--- config.mk ---
export PLATFORM = sky130hd
export DESIGN_NAME = adder_rs_scheduler
export DESIGN_NICKNAME = d
export VERILOG_FILES = /design/src/rtl/adder_rs_scheduler.sv
export SDC_FILE = /design/constraint.sdc
export NUM_CORES = 1
export LEC_CHECK = 0
export ABC_AREA = 0
export BUFFER_PORTS_ARGS = -buffer_cell sky130_fd_sc_hd__buf_2
export CORE_AREA = 2 2 300 332
export CTS_CLUSTER_SIZE = 28
export DETAILED_ROUTE_END_ITERATION = 12
export DIE_AREA = 0 0 302 334
export HOLD_SLACK_MARGIN = 0.1
export PLACE_DENSITY = 0.54
export SLEW_MARGIN = 40
export SYNTH_ARGS = -nofsm -noshare
export SYNTH_HDL_FRONTEND = slang
export SYNTH_SLANG_ARGS = --single-unit
--- constraint.sdc ---
create_clock -name clock -period 6 [get_ports clock]
set_clock_uncertainty 0.1 [all_clocks]
set_input_delay 0.6 -clock clock [delete_from_list [all_inputs] [get_ports clock]]
set_output_delay 0.6 -clock clock [all_outputs]
set_load 0.01 [all_outputs]
--- src/rtl/adder_rs_scheduler.sv ---
// adder_rs_scheduler
// Owns the adder reservation stations (RS) and schedules ready stations onto
// the single adder unit with a round-robin pointer. RS identifiers are one-hot.
//
// Ports
//   clock, reset           rising-edge clock, synchronous active-high reset
//   issue*                 allocate a free RS with op, operand tags and values
//   cdb_*                  common data bus broadcast used for operand capture
//   adder_available        adder accepts a dispatch this cycle
//   adder_done*            adder completion with one-hot RS tag
//   adder_RS_available     lowest-index free RS (combinational), 0 when full
//   issue_error            registered pulse: issue attempted while full
//   RS_issued              registered pulse: RS allocated
//   adder_start/op/a/b     registered dispatch to the adder
//   RS_executing_adder     registered pulse: dispatched RS (adder tag)
//   RS_finished            registered pulse: RS freed
//
// state        | meaning
// RS_FREE      | slot unallocated
// RS_WAITING   | allocated, collecting operands / waiting for dispatch
// RS_EXECUTING | dispatched to the adder, awaiting adder_done
module adder_rs_scheduler #(
  parameter int NUM_RS     = 6,
  parameter int DATA_WIDTH = 32
) (
  input  logic                  clock,
  input  logic                  reset,
  input  logic                  issue,
  input  logic [2:0]            issue_op,
  input  logic [NUM_RS-1:0]     issue_a_tag,
  input  logic [DATA_WIDTH-1:0] issue_a_value,
  input  logic [NUM_RS-1:0]     issue_b_tag,
  input  logic [DATA_WIDTH-1:0] issue_b_value,
  input  logic                  cdb_valid,
  input  logic [NUM_RS-1:0]     cdb_tag,
  input  logic [DATA_WIDTH-1:0] cdb_value,
  input  logic                  adder_available,
  input  logic                  adder_done,
  input  logic [NUM_RS-1:0]     adder_done_tag,
  output logic [NUM_RS-1:0]     adder_RS_available,
  output logic                  issue_error,
  output logic [NUM_RS-1:0]     RS_issued,
  output logic                  adder_start,
  output logic [2:0]            adder_op,
  output logic [DATA_WIDTH-1:0] adder_a,
  output logic [DATA_WIDTH-1:0] adder_b,
  output logic [NUM_RS-1:0]     RS_executing_adder,
  output logic [NUM_RS-1:0]     RS_finished
);

  localparam int PTR_W = $clog2(NUM_RS);

  typedef enum logic [1:0] {
    RS_FREE      = 2'd0,
    RS_WAITING   = 2'd1,
    RS_EXECUTING = 2'd2
  } rs_state_e;

  rs_state_e             state_q [NUM_RS];
  rs_state_e             state_d [NUM_RS];
  logic [2:0]            op_q    [NUM_RS];
  logic [2:0]            op_d    [NUM_RS];
  logic [NUM_RS-1:0]     a_tag_q [NUM_RS];
  logic [NUM_RS-1:0]     a_tag_d [NUM_RS];
  logic [NUM_RS-1:0]     b_tag_q [NUM_RS];
  logic [NUM_RS-1:0]     b_tag_d [NUM_RS];
  logic [DATA_WIDTH-1:0] a_val_q [NUM_RS];
  logic [DATA_WIDTH-1:0] a_val_d [NUM_RS];
  logic [DATA_WIDTH-1:0] b_val_q [NUM_RS];
  logic [DATA_WIDTH-1:0] b_val_d [NUM_RS];
  logic [PTR_W-1:0]      ptr_q, ptr_d;

  logic                  issue_error_q, issue_error_d;
  logic [NUM_RS-1:0]     rs_issued_q, rs_issued_d;
  logic                  adder_start_q, adder_start_d;
  logic [2:0]            adder_op_q, adder_op_d;
  logic [DATA_WIDTH-1:0] adder_a_q, adder_a_d;
  logic [DATA_WIDTH-1:0] adder_b_q, adder_b_d;
  logic [NUM_RS-1:0]     rs_exec_q, rs_exec_d;
  logic [NUM_RS-1:0]     rs_finished_q, rs_finished_d;

  logic [NUM_RS-1:0] busy, ready, avail, done_match;
  logic              issue_ok, disp_found, dispatch;
  logic [PTR_W-1:0]  disp_idx;

  always_comb begin
    avail = '0;
    for (int i = 0; i < NUM_RS; i++) begin
      busy[i]  = (state_q[i] != RS_FREE);
      ready[i] = (state_q[i] == RS_WAITING) && (a_tag_q[i] == '0) && (b_tag_q[i] == '0);
      if (!busy[i] && (avail == '0)) avail[i] = 1'b1;
    end
  end

  assign issue_ok = issue && (avail != '0);

  // Round-robin pick: first ready slot at or above the pointer, else the
  // first ready slot below it (wrap-around).
  always_comb begin
    disp_found = 1'b0;
    disp_idx   = '0;
    for (int i = 0; i < NUM_RS; i++) begin
      if (!disp_found && ready[i] && (PTR_W'(i) >= ptr_q)) begin
        disp_found = 1'b1;
        disp_idx   = PTR_W'(i);
      end
    end
    for (int i = 0; i < NUM_RS; i++) begin
      if (!disp_found && ready[i]) begin
        disp_found = 1'b1;
        disp_idx   = PTR_W'(i);
      end
    end
  end

  assign dispatch = adder_available && disp_found;

  // Malformed or stale completion tags match nothing and are dropped.
  always_comb begin
    done_match = '0;
    if (adder_done && $onehot(adder_done_tag)) begin
      for (int i = 0; i < NUM_RS; i++)
        done_match[i] = adder_done_tag[i] && (state_q[i] == RS_EXECUTING);
    end
  end

  always_comb begin
    for (int i = 0; i < NUM_RS; i++) begin
      state_d[i] = state_q[i];
      op_d[i]    = op_q[i];
      a_tag_d[i] = a_tag_q[i];
      b_tag_d[i] = b_tag_q[i];
      a_val_d[i] = a_val_q[i];
      b_val_d[i] = b_val_q[i];

      if ((state_q[i] == RS_WAITING) && cdb_valid) begin
        if ((a_tag_q[i] != '0) && (a_tag_q[i] == cdb_tag)) begin
          a_val_d[i] = cdb_value;
          a_tag_d[i] = '0;
        end
        if ((b_tag_q[i] != '0) && (b_tag_q[i] == cdb_tag)) begin
          b_val_d[i] = cdb_value;
          b_tag_d[i] = '0;
        end
      end

      if (dispatch && (disp_idx == PTR_W'(i))) state_d[i] = RS_EXECUTING;

      if (done_match[i]) begin
        state_d[i] = RS_FREE;
        op_d[i]    = '0;
        a_tag_d[i] = '0;
        b_tag_d[i] = '0;
        a_val_d[i] = '0;
        b_val_d[i] = '0;
      end

      // avail comes from registered busy bits, so the issuing slot is FREE
      // and cannot collide with the dispatch or completion paths above.
      if (issue_ok && avail[i]) begin
        state_d[i] = RS_WAITING;
        op_d[i]    = issue_op;
        if (cdb_valid && (issue_a_tag != '0) && (issue_a_tag == cdb_tag)) begin
          a_tag_d[i] = '0;
          a_val_d[i] = cdb_value;
        end else begin
          a_tag_d[i] = issue_a_tag;
          a_val_d[i] = issue_a_value;
        end
        if (cdb_valid && (issue_b_tag != '0) && (issue_b_tag == cdb_tag)) begin
          b_tag_d[i] = '0;
          b_val_d[i] = cdb_value;
        end else begin
          b_tag_d[i] = issue_b_tag;
          b_val_d[i] = issue_b_value;
        end
      end
    end
  end

  always_comb begin
    issue_error_d = issue && (avail == '0);
    rs_issued_d   = issue_ok ? avail : '0;
    adder_start_d = dispatch;
    rs_exec_d     = dispatch ? (NUM_RS'(1) << disp_idx) : '0;
    adder_op_d    = dispatch ? op_q[disp_idx]    : adder_op_q;
    adder_a_d     = dispatch ? a_val_q[disp_idx] : adder_a_q;
    adder_b_d     = dispatch ? b_val_q[disp_idx] : adder_b_q;
    rs_finished_d = (done_match != '0) ? adder_done_tag : '0;
    ptr_d         = ptr_q;
    if (dispatch) ptr_d = (disp_idx == PTR_W'(NUM_RS - 1)) ? '0 : disp_idx + 1'b1;
  end

  always_ff @(posedge clock) begin
    if (reset) begin
      for (int i = 0; i < NUM_RS; i++) begin
        state_q[i] <= RS_FREE;
        op_q[i]    <= '0;
        a_tag_q[i] <= '0;
        b_tag_q[i] <= '0;
        a_val_q[i] <= '0;
        b_val_q[i] <= '0;
      end
      ptr_q         <= '0;
      issue_error_q <= 1'b0;
      rs_issued_q   <= '0;
      adder_start_q <= 1'b0;
      adder_op_q    <= '0;
      adder_a_q     <= '0;
      adder_b_q     <= '0;
      rs_exec_q     <= '0;
      rs_finished_q <= '0;
    end else begin
      for (int i = 0; i < NUM_RS; i++) begin
        state_q[i] <= state_d[i];
        op_q[i]    <= op_d[i];
        a_tag_q[i] <= a_tag_d[i];
        b_tag_q[i] <= b_tag_d[i];
        a_val_q[i] <= a_val_d[i];
        b_val_q[i] <= b_val_d[i];
      end
      ptr_q         <= ptr_d;
      issue_error_q <= issue_error_d;
      rs_issued_q   <= rs_issued_d;
      adder_start_q <= adder_start_d;
      adder_op_q    <= adder_op_d;
      adder_a_q     <= adder_a_d;
      adder_b_q     <= adder_b_d;
      rs_exec_q     <= rs_exec_d;
      rs_finished_q <= rs_finished_d;
    end
  end

  assign adder_RS_available = avail;
  assign issue_error        = issue_error_q;
  assign RS_issued          = rs_issued_q;
  assign adder_start        = adder_start_q;
  assign adder_op           = adder_op_q;
  assign adder_a            = adder_a_q;
  assign adder_b            = adder_b_q;
  assign RS_executing_adder = rs_exec_q;
  assign RS_finished        = rs_finished_q;

endmodule

==> impl_metrics.csv, run 1 <==
group,metric,value,unit
logic_synthesis,yosysTopAreaCell,"edfxtp_1",
logic_synthesis,ys.flop_type,"edfxtp_1",
route,drt_iter0_drc,2532,
clock_tree,cts-root-buf,"clkbuf_16",
clock_tree,clock_latency,0.66,ns
sta,setup_violations,0,
worst_hold_path,min_from,"adder_done_tag[3]",
global_route,grt_usage,0.227,
floorplanning,start_util,0.296,
sta,relSlewSlack,0.350,
final_layout,final_nets,3176,
sta,slew_viol_final,0,
clock_tree,clk_pin_slew_worst_paths,0.07,ns
sta,max_freq,216,MHz
power_and_ir_drop,peakVddDrop,0.215,mV
route,vias,24800,
setup_path,critPathKind,"register to register",
worst_hold_path,holdPathStages,3,
logic_synthesis,postSynthCellCount,2951,
route,ant_nets,0,
final_layout,post-route-cell-area,33500,um^2
logic_synthesis,yosysSeqAreaShare,0.536,
setup_path,path_max_fanout,37,
sta,min_period_over_period,0.773,
sta,finalCriticalPeriod,4.64,ns
logic_synthesis,async_reset_ff_frac,0,
clock_tree,cts.path.max_buffers,3,
outcome,status,"finished, final reports clean",
global_route,antenna_found_initial,13,
sta,rsz0062_at_grt,"no",
route,drt-pass1-iter-count,6,
logic_synthesis,syn_area,29000,um^2
route,topRoutingLayerUsed,"met5",
logic_synthesis,synth-edff-count,402,
setup_path,end_kind,"register",
floorplanning,die_h,334,um
sta,worst_pin_slew,0.975,ns
worst_hold_path,hold_path_end,"RS_finished[3]$_SDFF_PP0_",
clock_tree,cts-buffers-inserted,58,
worst_hold_path,hold_class,"input pin to register",
final_layout,fillers,9912,
floorplanning,num_rows,121,
global_route,grt_overflow,0,
logic_synthesis,yosys_warnings,0,
logic_synthesis,synth_cell_types,83,
logic_synthesis,ys_ff_latch,576,
setup_path,start_kind,"register",
global_route,grt_max_degree,106,
clock_tree,cts_tree,"done",
power_and_ir_drop,powerDensity,280,nW/um^2
sta,setup-tns-final,0,ns
global_route,grt_pass1_vias,23500,
floorplanning,io_pins,222,
route,wire_per_inst,26.8,um
clock_tree,post_cts_resized,0,
job,cap_violations,0,
setup_path,required,6.20,ns
clock_tree,htree_levels,2,
power_and_ir_drop,fin_total_pwr,9.38,mW
global_route,grt_pass1_wl,168000,um
setup_path,cp.arrival,4.83,ns
sta,hold_viol_final,0,
place,io_buffers,221,
route,wl_met1,48100,um
floorplanning,die_w,302,um
final_layout,final_layout_size_suffix_gt1_frac,0.160,
power_and_ir_drop,p_leak,13.0,nW
route,route.met2.wl,55100,um
place,place_area,31600,um^2
floorplanning,fp.dieArea,101000,um^2
place,globalplace.congestion,0.941,
logic_synthesis,synthTopCellsByArea,"edfxtp_1, dfxtp_1, nor2_1, a22oi_1, mux2i_1",
final_layout,area_growth_syn_to_layout,15.3,%
setup_path,r2r_end,"b_val_q[5][12]$_SDFFCE_PN0P_",
route,via_per_inst,5.65,
logic_synthesis,syn-num-nets,3085,
floorplanning,core_area,98000,um^2
setup_path,r2r_slack,1.36,ns
route,routed_wirelength,118000,um
setup_path,reg2reg_depth,11,
logic_synthesis,synth_top_area_share,0.416,
route,wl_met3,9910,um
logic_synthesis,avgSynthCellArea,9.84,um^2
clock_tree,cts.sink_count,576,
setup_path,rr_startpoint,"state_q[0][1]$_SDFFE_PP0P_",
place,hpwl,72200,um
clock_tree,ctsHoldBuffers,0,
clock_tree,post-cts-setup-buffer-count,0,
route,drc,0,
[cells by family (layout without fill, tap and decap cells)]
kind of cell             after synthesis  count (layout)  synth area share
AND/OR/NAND/NOR                     1078            1078             0.164
AO/OA/AOI/OAI                        737             737             0.169
flip-flops                           576             576             0.536
buffers and inverters                300             441            0.0424
multiplexers                         174             174            0.0616
XOR/XNOR                              81              81            0.0244
adder cells (fa/ha/maj)                5               5           0.00293
other                                  0               3                 0
[power breakdown]
| part | internal, mW | switching, mW | total (mW) |
|---|---|---|---|
| Clock | 2.02 | 1.67 | 3.69 |
| Combinational | 0.364 | 0.807 | 1.17 |
| Sequential | 4.44 | 0.0754 | 4.52 |
| Total | 6.83 | 2.55 | 9.38 |
[layer usage]
layer,vias to the layer above,global-route usage
met4,10,0.0829
met5,-,0
met2,1274,0.371
met3,264,0.0361
li1,10900,-
met1,12300,0.301
[cells in the mapped netlist, drive strengths merged, types with 8 or more instances]
cell type    n
a21o         8
a21oi      192
a22o        12
a22oi      260
a31o        26
a31oi       67
and2        28
buf         70
clkbuf     194
dfxtp      174
edfxtp     402
inv         36
mux2        38
mux2i      136
nand2      199
nand2b      18
nand3       51
nand4       47
nor2       639
nor2b        9
nor3        19
nor4        18
nor4b       10
o21a         9
o21ai       84
o221ai      39
or2         12
xnor2       42
xor2        39
[placed cells by master (no fill, tap or decap), drive strengths merged, types with 28 or more instances in the layout]
master	instances
nor2	639
edfxtp	402
buf	295
a22oi	260
nand2	199
a21oi	192
dfxtp	174
mux2i	136
o21ai	84
clkbuf	81
a31oi	67
nand3	51
nand4	47
xnor2	42
o221ai	39
xor2	39
mux2	38
inv	36
and2	28
[worst max-delay path: stages (launching register included)]
cell and delay (ns):
dfxtp_1 0.67, o22a_1 0.30, or4b_4 0.54, nor3_1 0.65, nand2_2 0.08, buf_4 0.34
o21a_2 0.23, buf_4 0.32, o21ai_0 0.20, nor2_1 0.22, inv_1 0.13, buf_4 0.45
[state kept, by name, indices dropped and copies added, names as in the netlist, 12 cells and up]
register	count
a_val_q	192
b_val_q	192
a_tag_q	36
b_tag_q	36
adder_a	32
adder_b	32
op_q	18
state_q	12
[stage by stage]
| stage | utilization | std cells | setup slack, ns | hold slack, ns |
|---|---|---|---|---|
| 6_report | 0.342 | 4386 | 1.36 | 0.118 |
| 5_1_grt | 0.342 | 4385 | 1.24 | 0.127 |
| 4_1_cts | 0.342 | 4383 | 1.46 | 0.105 |
| 3_5_place_dp | 0.322 | 4273 | 0.805 | 0.378 |
| 3_3_place_gp | 0.320 | 4263 | 0.797 | 0.373 |
| 2_1_floorplan | - | 2951 | 1.36 | 0.365 |
[layout make-up]
| class | count | area (um^2) | share of cell area |
|---|---|---|---|
| inverter | 36 | 136 | 0.00407 |
| timing repair buffer | 295 | 1780 | 0.0533 |
| clock buffer | 81 | 1660 | 0.0496 |
| clock inverter | 29 | 233 | 0.00695 |
| tap | 1291 | 1620 | 0.0482 |
| multi-input combinational | 2075 | 12500 | 0.373 |
| antenna | 3 | 7.51 | 0.000224 |
| sequential | 576 | 15600 | 0.465 |
[how the worst max path moves through the flow]
stage                                    to  slack [ns]                       start
5_1_grt         b_val_q[5][1]$_SDFFCE_PN0P_        1.24           adder_done_tag[0]
4_1_cts         b_val_q[5][1]$_SDFFCE_PN0P_        1.46           adder_done_tag[0]
3_3_place_gp   b_val_q[5][17]$_SDFFCE_PN0P_        0.80           adder_done_tag[0]
6_report       b_val_q[5][12]$_SDFFCE_PN0P_        1.36  state_q[0][1]$_SDFFE_PP0P_
2_1_floorplan   b_val_q[3][0]$_SDFFCE_PN0P_        1.36           adder_done_tag[0]
3_5_place_dp   b_val_q[5][17]$_SDFFCE_PN0P_        0.80           adder_done_tag[0]
No activity file was read; power rests on OpenSTA's default activity.
==> run 2: changes to the inputs <==
clock period = 4.5 ns   (was 6 ns; I/O delays follow)
==> run 2 against run 1 <==
  * Non-clock buffer count up 90
  * Largest cell class unchanged
  * Via count is 0.19% lower
  * Design area increased by 4.4%
  * Final cell count increased by 2.1%
  * Utilization increased by 1.5 points
  * Largest power group unchanged
  * Die area stayed put
  * Setup slack worse by 1.2 ns
  * Sequential share of layout area decreased by 2.0 points
  * Combinational power is 42% higher
==> impl_metrics.csv, run 2 (same netlist as run 1, synthesis figures left out) <==
group,metric,value,unit
sta,relSlewSlack,0.418,
setup_path,cp.arrival,4.59,ns
place,hpwl,74900,um
setup_path,path_max_fanout,17,
final_layout,final_common_cell,"nor2_1",
final_layout,area_growth_syn_to_layout,20.4,%
sta,slew_viol_final,0,
sta,hold_viol_final,0,
sta,setup-tns-final,0,ns
setup_path,slowest_stage,"dlygate4sd3_1",
global_route,grt_overflow,0,
global_route,grt_pass1_vias,23600,
setup_path,end_kind,"register",
worst_hold_path,hold_class,"input pin to register",
clock_tree,cts_tree,"done",
final_layout,largestRegisters,"a_val_q: 192 flops, b_val_q: 192 flops",
power_and_ir_drop,powerDensity,377,nW/um^2
setup_path,critPathKind,"input pin to register",
clock_tree,cts.sink_count,576,
floorplanning,fp.dieArea,101000,um^2
clock_tree,cts-buffers-inserted,58,
place,dp_cells,4327,
setup_path,crit_top_cell,"fa_1",
floorplanning,die_w,302,um
sta,max_freq,232,MHz
setup_path,cp_slowest_stage_delay,0.53,ns
floorplanning,num_rows,121,
place,globalplace.congestion,0.909,
place,io_buffers,221,
sta,worst_pin_slew,0.849,ns
sta,setup_violations,0,
clock_tree,post-cts-setup-buffer-count,0,
clock_tree,cts.path.max_buffers,3,
route,ant_nets,0,
route,vias,24700,
power_and_ir_drop,peakVddDrop,0.365,mV
global_route,grt_usage,0.226,
route,drt_iter0_drc,2414,
global_route,grt_pass1_wl,167000,um
sta,finalCriticalPeriod,4.31,ns
clock_tree,cts-root-buf,"clkbuf_16",
power_and_ir_drop,p_leak,13.7,nW
clock_tree,clk_pin_slew_worst_paths,0.07,ns
route,drc,0,
sta,min_period_over_period,0.957,
final_layout,stdcell_count,4476,
clock_tree,htree_levels,2,
final_layout,final_nets,3266,
floorplanning,die_h,334,um
route,wire_per_inst,26.1,um
route,routed_wirelength,117000,um
setup_path,start_kind,"input pin",
clock_tree,clock_latency,0.66,ns
floorplanning,core_area,98000,um^2
final_layout,final_layout_size_suffix_gt1_frac,0.176,
route,via_per_inst,5.52,
job,cap_violations,0,
final_layout,most-common-layout-cells,"nor2_1, edfxtp_1, a22oi_1, buf_2, nand2_1",
floorplanning,io_pins,222,
setup_path,path_cells,"dlygate4sd3_1, buf_2, fa_1, inv_1, fa_1, inv_1, ha_1, fa_1, nand4bb_2, or2_2, nand2_1, buf_4, o21ai_4, buf_8, buf_16, a22oi_1, nor2_1",
sta,rsz0062_at_grt,"no",
setup_path,required,4.78,ns
floorplanning,start_util,0.296,
global_route,antenna_found_initial,8,
global_route,grt_max_degree,69,
route,drt-pass1-iter-count,6,
outcome,status,"finished, final reports clean",
==> run 2: changes by cell type in the layout (fill, tap and decap cells not counted), sizes merged <==
cell and delta:
bufinv +9, clkbuf -7, clkinv -2, buf +54
dlygate4sd3 +36
==> run 2: per-stage QoR <==
step | setup WS [ns] | cell area [um^2] | hold WS [ns] | util | power, mW
6_report | 0.193 | 35000 | 0.130 | 0.357 | 13.2
4_1_cts | 0.186 | 34900 | 0.100 | 0.357 | 13.2
2_1_floorplan | 0.0144 | 29000 | 0.365 | - | 7.01
3_3_place_gp | 0.0575 | 32300 | 0.381 | 0.330 | 7.71
3_5_place_dp | 0.0616 | 32400 | 0.383 | 0.331 | 7.74
5_1_grt | 0.0162 | 35000 | 0.118 | 0.357 | 13.6
==> run 2: routing by layer <==
metal / global-route usage / up-vias / part of all wire
met2: 0.366 / 1214 / 0.47
met1: 0.292 / 12100 / 0.40
met3: 0.0432 / 241 / 0.086
met4: 0.0962 / 8 / 0.045
met5: 0 / - / 0.00041
li1: - / 11100 / -
==> run 2: repair_timing <==
| item | 4_1_cts | 5_1_grt |
|---|---|---|
| endpoints found under the setup margin | 0 | 81 |
| hold endpoints to repair | 109 | 0 |
| resized for setup | 0 | 1 |
| hold buffers | 36 | 0 |
==> run 2: layout make-up <==
class	count	area, um^2
clock buffers	74	1680
inverters	36	135
fillers	9732	63000
diodes	3	7.51
repair buffers	385	2980
well taps	1291	1620
multi-input cells	2075	12500
clock inverters	36	505
flip-flops and latches	576	15600
==> run 2: report_power, final <==
group / internal [mW] / switching [mW] / leakage, nW
Clock: 3.28 / 2.25 / 1.08
Combinational: 0.568 / 1.09 / 7.07
Sequential: 5.92 / 0.0982 / 5.60
==> run 2: worst paths after layout <==
kind | slack, ns | cells past startpoint | endpoint | start
setup reg to reg | 0.58 | 10 | adder_b[5]$_SDFFE_PP0P_ | state_q[0][0]$_SDFFE_PP0P_
hold / removal | 0.13 | 3 | b_val_q[3][14]$_SDFFCE_PN0P_ | issue_b_value[14]
setup / recovery | 0.19 | 17 | b_val_q[3][31]$_SDFFCE_PN0P_ | adder_done_tag[0]
hold reg to reg | 0.40 | 2 | a_tag_q[1][2]$_SDFFE_PP0P_ | a_tag_q[1][2]$_SDFFE_PP0P_
==> run 2: worst max-delay path, delay by kind of cell <==
kind                     cells  cell delay [ns]
AND/OR/NAND/NOR              4             0.89
adder cells (fa/ha/maj)      4             1.69
AO/OA/AOI/OAI                2             0.24
buffers and inverters        7             1.31
